===== config.mk =====
export PLATFORM = sky130hd
export DESIGN_NAME = alu_arbiter
export DESIGN_NICKNAME = d
export VERILOG_FILES = /design/src/rtl/alu_arbiter.sv
export SDC_FILE = /design/constraint.sdc
export NUM_CORES = 1
export LEC_CHECK = 0
export ABC_CLOCK_PERIOD_IN_PS = 2270
export BUFFER_PORTS_ARGS = -buffer_cell sky130_fd_sc_hd__buf_2
export CORE_AREA = 2 2 157 159
export CTS_BUF_LIST = sky130_fd_sc_hd__clkbuf_16
export DETAILED_ROUTE_END_ITERATION = 16
export DIE_AREA = 0 0 159 161
export PLACE_DENSITY = 0.54
export SETUP_SLACK_MARGIN = 0.4
export SYNTH_ARGS = -nofsm -noshare
export SYNTH_HDL_FRONTEND = slang
export SYNTH_SLANG_ARGS = --single-unit

===== constraint.sdc =====
create_clock -name clk -period 2.27 [get_ports clk]
set_input_delay 0 -clock clk [delete_from_list [all_inputs] [get_ports clk]]
set_output_delay 0 -clock clk [all_outputs]
set_load 0.01 [all_outputs]

===== src/rtl/alu_arbiter.sv =====
// alu_arbiter: grants one of four requesters access to a shared external ALU.
// The winner's op/operands are registered onto alu_op/alu_a/alu_b, held for
// ALU_LAT cycles, then alu_result is captured and offered on rsp_* with a
// valid/ready handshake. Only one transaction is in flight at a time.
//
// Configuration macro: ALU_ARB_RR_EN
//   defined   -> round-robin arbitration (search starts after the last grant)
//   undefined -> fixed priority (lowest requesting index wins)
module alu_arbiter #(
    parameter int ALU_LAT = 1
) (
    input  logic         clk,
    input  logic         rst_n,
    input  logic [3:0]   req,
    input  logic [11:0]  op_in,
    input  logic [127:0] a_in,
    input  logic [127:0] b_in,
    output logic [2:0]   alu_op,
    output logic [31:0]  alu_a,
    output logic [31:0]  alu_b,
    input  logic [31:0]  alu_result,
    output logic         rsp_valid,
    input  logic         rsp_ready,
    output logic [1:0]   rsp_id,
    output logic [31:0]  rsp_data,
    output logic         busy
);

    typedef enum logic [1:0] {
        ST_IDLE  = 2'd0,
        ST_ISSUE = 2'd1,
        ST_RESP  = 2'd2
    } state_t;

    // Value loaded into the ISSUE down-counter on a grant.
    localparam logic [2:0] LAT_LOAD = 3'(ALU_LAT);

`ifdef ALU_ARB_RR_EN
    // Round-robin pick: first set request at ptr+1, ptr+2, ... wrapping mod 4.
    function automatic logic [1:0] f_pick_rr(input logic [3:0] req_v,
                                             input logic [1:0] ptr);
        logic [1:0] idx;
        logic [1:0] win;
        logic       found;
        win   = 2'd0;
        found = 1'b0;
        for (int k = 1; k < 5; k++) begin
            idx = ptr + 2'(k);
            if (!found && req_v[idx]) begin
                win   = idx;
                found = 1'b1;
            end else begin
                found = found;
            end
        end
        return win;
    endfunction
`else
    // Fixed-priority pick: lowest set request index wins.
    function automatic logic [1:0] f_pick_fixed(input logic [3:0] req_v);
        logic [1:0] win;
        win = 2'd0;
        for (int k = 3; k >= 0; k--) begin
            if (req_v[k]) begin
                win = 2'(k);
            end else begin
                win = win;
            end
        end
        return win;
    endfunction
`endif

    state_t      r_state;
    state_t      w_state_nxt;
    logic [2:0]  r_cnt;
    logic [2:0]  w_cnt_nxt;
    logic        w_grant;
    logic        w_capture;
    logic        w_accept;
    logic [1:0]  w_win;
    logic [2:0]  w_sel_op;
    logic [31:0] w_sel_a;
    logic [31:0] w_sel_b;

    logic [1:0]  r_gnt_id;
    logic [2:0]  r_alu_op;
    logic [31:0] r_alu_a;
    logic [31:0] r_alu_b;
    logic        r_rsp_valid;
    logic [1:0]  r_rsp_id;
    logic [31:0] r_rsp_data;
    logic        r_busy;

`ifdef ALU_ARB_RR_EN
    logic [1:0]  r_rr_ptr;

    // Round-robin pointer remembers the most recent grant; 3 makes index 0 first after reset.
    always_ff @(posedge clk or negedge rst_n) begin
        if (!rst_n) begin
            r_rr_ptr <= 2'd3;
        end else if (w_grant) begin
            r_rr_ptr <= w_win;
        end else begin
            r_rr_ptr <= r_rr_ptr;
        end
    end

    assign w_win = f_pick_rr(req, r_rr_ptr);
`else
    assign w_win = f_pick_fixed(req);
`endif

    // Route the winning requester's op and operands.
    always_comb begin
        w_sel_op = op_in[2:0];
        w_sel_a  = a_in[31:0];
        w_sel_b  = b_in[31:0];
        case (w_win)
            2'd1: begin
                w_sel_op = op_in[5:3];
                w_sel_a  = a_in[63:32];
                w_sel_b  = b_in[63:32];
            end
            2'd2: begin
                w_sel_op = op_in[8:6];
                w_sel_a  = a_in[95:64];
                w_sel_b  = b_in[95:64];
            end
            2'd3: begin
                w_sel_op = op_in[11:9];
                w_sel_a  = a_in[127:96];
                w_sel_b  = b_in[127:96];
            end
            default: begin
                w_sel_op = op_in[2:0];
                w_sel_a  = a_in[31:0];
                w_sel_b  = b_in[31:0];
            end
        endcase
    end

    // Next-state, counter and control strobes for the IDLE/ISSUE/RESP sequence.
    always_comb begin
        w_state_nxt = r_state;
        w_cnt_nxt   = r_cnt;
        w_grant     = 1'b0;
        w_capture   = 1'b0;
        w_accept    = 1'b0;
        case (r_state)
            ST_IDLE: begin
                if (req != 4'd0) begin
                    w_grant     = 1'b1;
                    w_cnt_nxt   = LAT_LOAD;
                    w_state_nxt = ST_ISSUE;
                end else begin
                    w_state_nxt = ST_IDLE;
                end
            end
            ST_ISSUE: begin
                // The cycle with one count left is the last ISSUE cycle: capture now.
                if (r_cnt <= 3'd1) begin
                    w_capture   = 1'b1;
                    w_cnt_nxt   = 3'd0;
                    w_state_nxt = ST_RESP;
                end else begin
                    w_cnt_nxt   = r_cnt - 3'd1;
                end
            end
            ST_RESP: begin
                if (r_rsp_valid && rsp_ready) begin
                    w_accept    = 1'b1;
                    w_state_nxt = ST_IDLE;
                end else begin
                    w_state_nxt = ST_RESP;
                end
            end
            default: begin
                w_cnt_nxt   = 3'd0;
                w_state_nxt = ST_IDLE;
            end
        endcase
    end

    // State, down-counter and registered busy flag.
    always_ff @(posedge clk or negedge rst_n) begin
        if (!rst_n) begin
            r_state <= ST_IDLE;
            r_cnt   <= 3'd0;
            r_busy  <= 1'b0;
        end else begin
            r_state <= w_state_nxt;
            r_cnt   <= w_cnt_nxt;
            r_busy  <= (w_state_nxt != ST_IDLE);
        end
    end

    // ALU drive registers load only on a grant, so they hold through ISSUE, RESP and IDLE.
    always_ff @(posedge clk or negedge rst_n) begin
        if (!rst_n) begin
            r_alu_op <= 3'd0;
            r_alu_a  <= 32'd0;
            r_alu_b  <= 32'd0;
            r_gnt_id <= 2'd0;
        end else if (w_grant) begin
            r_alu_op <= w_sel_op;
            r_alu_a  <= w_sel_a;
            r_alu_b  <= w_sel_b;
            r_gnt_id <= w_win;
        end else begin
            r_alu_op <= r_alu_op;
            r_alu_a  <= r_alu_a;
            r_alu_b  <= r_alu_b;
            r_gnt_id <= r_gnt_id;
        end
    end

    // Response registers: result sampled once at capture, later alu_result changes are ignored.
    always_ff @(posedge clk or negedge rst_n) begin
        if (!rst_n) begin
            r_rsp_valid <= 1'b0;
            r_rsp_id    <= 2'd0;
            r_rsp_data  <= 32'd0;
        end else if (w_capture) begin
            r_rsp_valid <= 1'b1;
            r_rsp_id    <= r_gnt_id;
            r_rsp_data  <= alu_result;
        end else if (w_accept) begin
            r_rsp_valid <= 1'b0;
            r_rsp_id    <= r_rsp_id;
            r_rsp_data  <= r_rsp_data;
        end else begin
            r_rsp_valid <= r_rsp_valid;
            r_rsp_id    <= r_rsp_id;
            r_rsp_data  <= r_rsp_data;
        end
    end

    assign alu_op    = r_alu_op;
    assign alu_a     = r_alu_a;
    assign alu_b     = r_alu_b;
    assign rsp_valid = r_rsp_valid;
    assign rsp_id    = r_rsp_id;
    assign rsp_data  = r_rsp_data;
    assign busy      = r_busy;

endmodule


==> impl_results.md, run 1 <==
* Outcome: finished clean
* Clk slew on worst S/H paths at 90 ps
* Fin. Hold Viols at 0
* Synthesis-to-finish area growth at 62.4%
* Setup crit end kind: register
* Cell area after synthesis at 0.00591 mm²
* Fill count at 2463
* Ys flop type: dfrtp_1
* FF/Latch Area at 0.00275 mm²
* CTS tree: done
* Horiz. Die Dim at 159 µm
* Sw Pwr at 3.91 mW
* Root buffer cell: clkbuf_16
* Clk sinks at 110
* Port bufs at 409
* Sequential element share of the synthesized area at 46.6%
* Combinational group share of total power at 46.4%
* Final ANT Viol Nets at 0
* Layout Nets at 1441
* Initial antenna violation count at 1
* Worst-Skew Late Latency at 360 ps
* Mapped Cells at 654
* Final number of setup-violating endpoints at 0
* Most frequent cells in the layout: buf_2 (408), dfrtp_1 (109), dlygate4sd3_1 (102)
* 1st-iter DRT viols at 263
* Core Footprint at 0.0240 mm²
* Maximum number of pins on one net before global-route repair at 48
* CTS max path bufs at 2
* Critical path class: reg2reg
* Routed vias/inst at 4.71
* Async SR Flop Fraction at 100%
* F_max at 0.591 GHz
* Hold path cells at 3
* Clock power share at 17.4%
* Die area at 0.0256 mm²
* Remaining DRCs at 0
* RSZ-0062 raised after global routing: no
* # H-tree levels at 3
* Slew headroom at 31.1%
* Final wirelength at 25.1 mm
* Vias in the first global route at 7174
* Initial Utilization at 24.7%
* Yosys reg bits at 110
* Post-CTS setup buffers at 0
* Unique masters post-synth at 36
* Fin cells at 1463
* Area of the multi-input gates at 0.00283 mm²
* I/O pin count at 410
* Critical path launch point type: register
* Max-slew violations at 0
* Via count at 6897
* Grt total ovfl at 0
* Pwr Density at 1000 mW/mm²
* Clk_skew at 14.1 ps
* Chip Height at 161 µm
* CP required at 2500 ps
* Avg WL per Cell at 17.1 µm
* Gr usage total at 19.3%
* Min Clock Period, post-route at 1690 ps
* TNS Setup at 0 ps
* Syn nets at 962
* Hold crit path type: in2reg
* TritonCTS Buffers at 9
* First-pass GRT wire length at 39.0 mm
* Cells after DPL at 1344
* Post-synth EDFFs at 0
* Commonest non-fill, non-tap cell in the layout: buf_2
* Syn Area/Cell at 9.04 µm²
* P_int at 5.71 mW
* Placer Congestion at 0.816
* Maximum VDD drop at 0.443 mV
* Yosys warnings at 0
* Fin crit share at 74.5%
* Critical-path maximum fanout at 27
* Row count at 57
* Max-cap violations at 0
* Sw frac at 40.6%
* LEAKAGE at 4.75 nW
* Tightest Pin Transition at 1030 ps
* WP data arrival at 1920 ps
* Drt first pass iters at 4
* DP HPWL at 18.2 mm
* Reg2reg path depth at 4
* Sequential Power Share at 36.2%
* Layout cells sized above 1 at 40.6%
==> critical path, cell delays in order (launching register included) <==
cell and delay, ps:
dfrtp_1 490, nor2b_1 220, and2_4 270, buf_12 210, mux2_1 350
==> synthesized netlist by cell type, types with 2 or more instances <==
cell type / number / share of area [%]
mux2_1: 28 / 5.3
o31ai_1: 2 / 0.25
o22a_1: 65 / 9.6
buf_1: 3 / 0.19
buf_4: 5 / 0.64
o21ai_0: 49 / 4.1
nor2b_1: 4 / 0.42
inv_1: 4 / 0.25
clkbuf_1: 22 / 1.4
o22ai_1: 66 / 7.0
o21ai_1: 88 / 7.5
nand2_1: 72 / 4.6
mux2_2: 6 / 1.1
buf_6: 4 / 0.76
buf_2: 31 / 2.6
nor2_1: 72 / 4.6
nand2b_1: 3 / 0.32
o32ai_1: 2 / 0.30
nor3_1: 2 / 0.17
dfrtp_1: 110 / 47
==> through the flow <==
| stage | utilization [%] | total power, mW | cell area [µm²] | worst slack, ps | hold slack, ps |
|---|---|---|---|---|---|
| final | 40.1 | 9.62 | 9600 | 579 | 16.4 |
| after global routing | 40.1 | 10.4 | 9600 | 464 | 24.4 |
| after CTS | 40.0 | 9.76 | 9600 | 421 | 12.0 |
| after global placement | 34.5 | 7.83 | 8260 | 347 | 68.0 |
| after floorplan | - | 5.98 | 5910 | 729 | -296 |
| after detailed placement | 34.5 | 7.91 | 8260 | 324 | 73.6 |
==> flip-flops by register name, summed over array words and instances (netlist names) <==
name       count
alu_a         32
alu_b         32
alu_op         3
busy           1
r_cnt          3
r_gnt_id       2
r_state        2
rsp_data      32
rsp_id         2
rsp_valid      1
==> path summary, 6_finish.rpt <==
kind / start / end / slack (ps)
setup / recovery: r_state[1] / rsp_data[22] / 580
hold / removal: req[1] / r_gnt_id[0] / 20
setup reg to reg: r_state[1] / rsp_data[22] / 580
hold reg to reg: alu_a[1] / alu_a[1] / 480
max in group asynchronous: rst_n / alu_a[7] / 1340
min in group asynchronous: rst_n / rsp_data[14] / 230
==> power groups by stage <==
stage | sequential, mW | combinational [mW] | clock, mW
final | 3.48 | 4.46 | 1.67
after CTS | 3.49 | 4.52 | 1.74
after floorplan | 3.89 | 2.08 | 0
after global placement | 3.49 | 4.33 | 0
after global routing | 3.62 | 4.96 | 1.81
after detailed placement | 3.52 | 4.39 | 0
==> cells by family after synthesis <==
group | after synthesis | share of synthesized area [%]
buffers and inverters | 71 | 5.99
multiplexers | 34 | 6.48
AO/OA/AOI/OAI | 281 | 30.0
AND/OR/NAND/NOR | 157 | 10.8
flip-flops | 110 | 46.6
adder cells (fa/ha/maj) | 1 | 0.212
==> repair_timing <==
| action | in CTS | in global routing |
|---|---|---|
| setup endpoints to repair | 0 | 27 |
| hold endpoints to repair | 146 | 0 |
| resized for setup | 0 | 2 |
| hold buffers | 102 | 0 |
==> layout make-up <==
| class | instances | share of cell area (%) |
|---|---|---|
| diodes | 1 | 0.0261 |
| clock buffers | 9 | 2.35 |
| clock inverters | 7 | 0.925 |
| inverters | 6 | 0.235 |
| multi-input cells | 473 | 29.5 |
| flip-flops and latches | 110 | 28.7 |
| well taps | 324 | 4.22 |
| repair buffers | 533 | 34.1 |
==> routing by layer <==
| layer | part of all wire [%] | track usage (%) |
|---|---|---|
| met1 | 41 | 22.3 |
| met2 | 50 | 34.8 |
| met3 | 7.3 | 4.98 |
| met4 | 2.6 | 6.65 |
| met5 | 0 | 0 |
Note: power is estimated with default switching activity, not from simulation.
==> inputs of run 2 (changes only) <==
- ABC_CLOCK_PERIOD_IN_PS: 2270 -> 1600
- clock period: 2.27 -> 1.6 ns (I/O delays scaled with it)
==> impl_results.md, run 2 (same netlist as run 1, synthesis figures left out) <==
* Outcome: finished clean
* CTS max path bufs at 2
* TritonCTS Buffers at 9
* RSZ-0062 raised after global routing: yes
* Gr usage total at 19.6%
* Final Hold Slack at 21.5 ps
* Tightest Pin Transition at 827 ps
* Chip Height at 161 µm
* CP required at 1840 ps
* CP peak stage delay at 460 ps
* First-pass GRT wire length at 39.6 mm
* Clk sinks at 110
* F_max at 0.703 GHz
* Remaining DRCs at 0
* LEAKAGE at 5.37 nW
* CTS tree: done
* Avg WL per Cell at 18.0 µm
* Cells after DPL at 1354
* Critical-path maximum fanout at 17
* Placer Congestion at 0.853
* # H-tree levels at 3
* Min Clock Period, post-route at 1420 ps
* Hold path cells at 3
* Worst-Skew Late Latency at 350 ps
* Maximum number of pins on one net before global-route repair at 111
* Commonest non-fill, non-tap cell in the layout: buf_2
* Most frequent cells in the layout: buf_2 (408), dfrtp_1 (108), dlygate4sd3_1 (102)
* Die area at 0.0256 mm²
* I/O pin count at 410
* Critical path launch point type: register
* Layout Nets at 1481
* Tot Pwr at 17.2 mW
* Maximum VDD drop at 0.579 mV
* Final ANT Viol Nets at 0
* Row count at 57
* Worst Hold Path EP: alu_b[30]
* Place WS at 114 ps
* Clk_skew at 8.89 ps
* Fin crit share at 88.8%
* Layout Utilization at 45.2%
* Setup WS post-layout at 179 ps
* Setup crit end kind: register
* Layout cells sized above 1 at 51.9%
* Routed vias/inst at 4.79
* Pwr Density at 1590 mW/mm²
* Initial antenna violation count at 0
* Max-slew violations at 0
* Drt first pass iters at 7
* Vias in the first global route at 7268
* Worst Hold Launch: b_in[62]
* Fin cells at 1502
* TNS Setup at 0 ps
* Slew headroom at 43.4%
* Fin. Hold Viols at 0
* Clk slew on worst S/H paths at 80 ps
* Core Footprint at 0.0240 mm²
* Placement Cell Area at 0.00858 mm²
* Port bufs at 409
* R2r endpoint: rsp_data[23]
* DP HPWL at 18.4 mm
* Final number of setup-violating endpoints at 0
* WP data arrival at 1660 ps
* Final instance area at 0.0108 mm²
* 1st-iter DRT viols at 261
* Ant diodes at 0
* R2R Setup Slk at 180 ps
* Horiz. Die Dim at 159 µm
* Reg-to-reg critical path startpoint: r_state[1]
* Root buffer cell: clkbuf_16
* Final wirelength at 27.0 mm
* Max-cap violations at 0
* Fill count at 2308
* Hold crit path type: in2reg
* CP max stage cell: dfrtp_2
* Grt total ovfl at 0
* Worst-path cell chain: nor2b_4 > and2_4 > buf_12 > mux2_4
* Reg2reg path depth at 4
* Initial Utilization at 24.7%
* Via count at 7202
* Critical path class: reg2reg
* Synthesis-to-finish area growth at 83.2%
==> run 2: layout make-up <==
type                            count  area (µm²)  share of cell area, %
Clock inverter                      7        77.6                  0.716
Sequential cell                   110        2760                   25.4
Multi-Input combinational cell    473        3340                   30.8
Clock buffer                        9         225                   2.08
Inverter                            6        22.5                  0.208
Tap cell                          324         405                   3.74
Timing Repair Buffer              573        4000                   37.0
==> run 2: worst max path at each step <==
| stage | startpoint | end | slack (ps) | depth (start not counted) |
|---|---|---|---|---|
| after floorplan | r_state[0] | rsp_data[10] | 180 | 6 |
| after global placement | r_state[1] | rsp_data[7] | 140 | 4 |
| after detailed placement | r_state[1] | rsp_data[8] | 110 | 4 |
| after CTS | r_state[1] | rsp_data[18] | 170 | 4 |
| after global routing | r_state[1] | alu_a[2] | 130 | 7 |
| final | r_state[1] | rsp_data[23] | 180 | 4 |
==> run 2: what timing repair did <==
action,CTS,global route
hold endpoints to repair,211,0
pin swaps,0,55
setup endpoints to repair,104,107
hold buffers,102,0
gates resized for setup,15,134
buffers inserted,11,7
gates cloned,5,7
==> run 2: metal layers <==
layer,part of all wire [%],wire length (µm),GRT usage [%],up-vias
met5,0,0,0,-
met4,3.5,955,8.26,0
met3,6.2,1680,4.31,47
met2,51,13600,34.6,331
met1,40,10700,23.2,3391
li1,-,-,-,3433
==> run 2: worst max-delay path: cells and delay by family, from the launching register on <==
family | cells | cell delay (ps)
AND/OR/NAND/NOR | 2 | 340
multiplexers | 1 | 310
flip-flops | 1 | 460
buffers and inverters | 1 | 190
==> run 2: power by group <==
part           internal [mW]  switching (mW)
logic                   5.12            4.63
clock network           1.12            1.19
registers               4.19           0.989
==> inputs of run 3 (changes only) <==
- CORE_AREA: 2 2 157 159 -> 2 2 159 161
- DIE_AREA: 0 0 159 161 -> 0 0 161 163
- PLACE_DENSITY: 0.54 -> 0.53
- SKIP_CTS_REPAIR_TIMING: default -> 1
==> impl_results.md, run 3 (same netlist as run 1, synthesis figures left out) <==
* Final ANT Viol Nets at 0
* Critical-path maximum fanout at 8
* Row count at 58
* Setup crit end kind: register
* Max-slew violations at 0
* Clk_skew at 12.8 ps
* Maximum number of pins on one net before global-route repair at 66
* Routed vias/inst at 4.70
* Critical path class: reg2reg
* Core Footprint at 0.0247 mm²
* Place WS at 81.0 ps
* CP required at 1840 ps
* Vias in the first global route at 6408
* Placer Congestion at 0.799
* Pwr Density at 1530 mW/mm²
* Horiz. Die Dim at 161 µm
* Critical path launch point type: register
* Drt first pass iters at 4
* Layout Nets at 1461
* Final instance area at 0.0103 mm²
* CTS max path bufs at 2
* Final wirelength at 25.9 mm
* Initial antenna violation count at 5
* Worst Hold Launch: a_in[20]
* Worst-Skew Late Latency at 360 ps
* Commonest non-fill, non-tap cell in the layout: buf_2
* Gr usage total at 17.7%
* Tightest Pin Transition at 748 ps
* Avg WL per Cell at 17.4 µm
* TNS Setup at 0 ps
* Layout Utilization at 41.9%
* Root buffer cell: clkbuf_16
* # H-tree levels at 3
* Fin. Hold Viols at 1
* WP data arrival at 1690 ps
* 1st-iter DRT viols at 298
* Setup WS post-layout at 156 ps
* Reg-to-reg critical path startpoint: r_state[1]
* Port bufs at 409
* Maximum VDD drop at 0.654 mV
* Slew headroom at 48.8%
* Synthesis-to-finish area growth at 74.9%
* Met3 routed WL at 1.85 mm
* Remaining DRCs at 0
* CP peak stage delay at 490 ps
* I/O pin count at 410
* Failing checks: hold timing
* Layout cells sized above 1 at 47.6%
* Initial Utilization at 24.0%
* Max-cap violations at 0
* Placement Cell Area at 0.00849 mm²
* Clk slew on worst S/H paths at 90 ps
* Final Hold Slack at -42.8 ps
* Worst-path cell chain: nor2b_4 > and2_4 > buf_8 > mux2_4
* Die area at 0.0262 mm²
* Final number of setup-violating endpoints at 0
* Metal2 WL at 12.9 mm
* CTS tree: done
* RSZ-0062 raised after global routing: yes
* Fin crit share at 90.3%
* TritonCTS Buffers at 9
* Clk sinks at 110
* Highest Signal Layer: met5
* DP HPWL at 18.1 mm
* Grt total ovfl at 0
* Hold crit path type: in2reg
* CP max stage cell: dfrtp_2
* Min Clock Period, post-route at 1440 ps
* LEAKAGE at 5.10 nW
* F_max at 0.692 GHz
* Via count at 7010
* Most frequent cells in the layout: buf_2 (408), dfrtp_1 (109), dlygate4sd3_1 (100)
* First-pass GRT wire length at 36.0 mm
* Chip Height at 163 µm
* Critical path origin: r_state[1]
* M1 wire length at 10.6 mm
* Outcome: finished, violations left
-- run 3: worst paths after layout --
kind | slack [ps] | endpoint | depth (start not counted)
setup / recovery | 160 | rsp_data[20] | 4
hold / removal | -40 | alu_a[20] | 3
setup reg to reg | 160 | rsp_data[20] | 4
hold reg to reg | 480 | alu_a[2] | 2
max in group asynchronous | 700 | alu_a[9] | 3
min in group asynchronous | 160 | alu_a[11] | 3
-- run 3: area by class of cell --
cell class,count,area (µm²)
fill,2475,14300
antenna,3,7.51
timing repair buffer,553,3700
clock buffer,9,225
sequential,110,2750
multi-input combinational,473,3120
tap,330,413
inverter,6,22.5
clock inverter,7,96.3
-- run 3: critical path, delay by kind of cell, from the launching register on --
| kind | cells | cell delay, ps |
|---|---|---|
| DFF | 1 | 490 |
| muxes | 1 | 310 |
| and+or+nand+nor | 2 | 370 |
| buffers and inverters | 1 | 160 |
-- run 3: stage by stage --
stage	std cells	power, mW	hold slack, ps
6_report	1491	15.9	-42.8
5_1_grt	1490	17.0	0.994
4_1_cts	1370	14.3	-554
3_5_place_dp	1354	11.8	-155
3_3_place_gp	1354	11.7	-153
2_1_floorplan	654	8.98	-296
-- run 3: power breakdown --
group          total, mW  leakage, nW  switching, mW  internal, mW
registers           4.98         1.32          0.792          4.19
clock network       2.40        0.156           1.25          1.15
logic               8.49         3.62           4.17          4.31
total               15.9         5.10           6.21          9.65
-- run 3: layer usage --
| metal | vias to the layer above | GRT usage (%) |
|---|---|---|
| li1 | 3396 | - |
| met1 | 3267 | 22.0 |
| met2 | 312 | 30.3 |
| met3 | 33 | 4.35 |
| met5 | - | 0 |
| met4 | 2 | 5.80 |
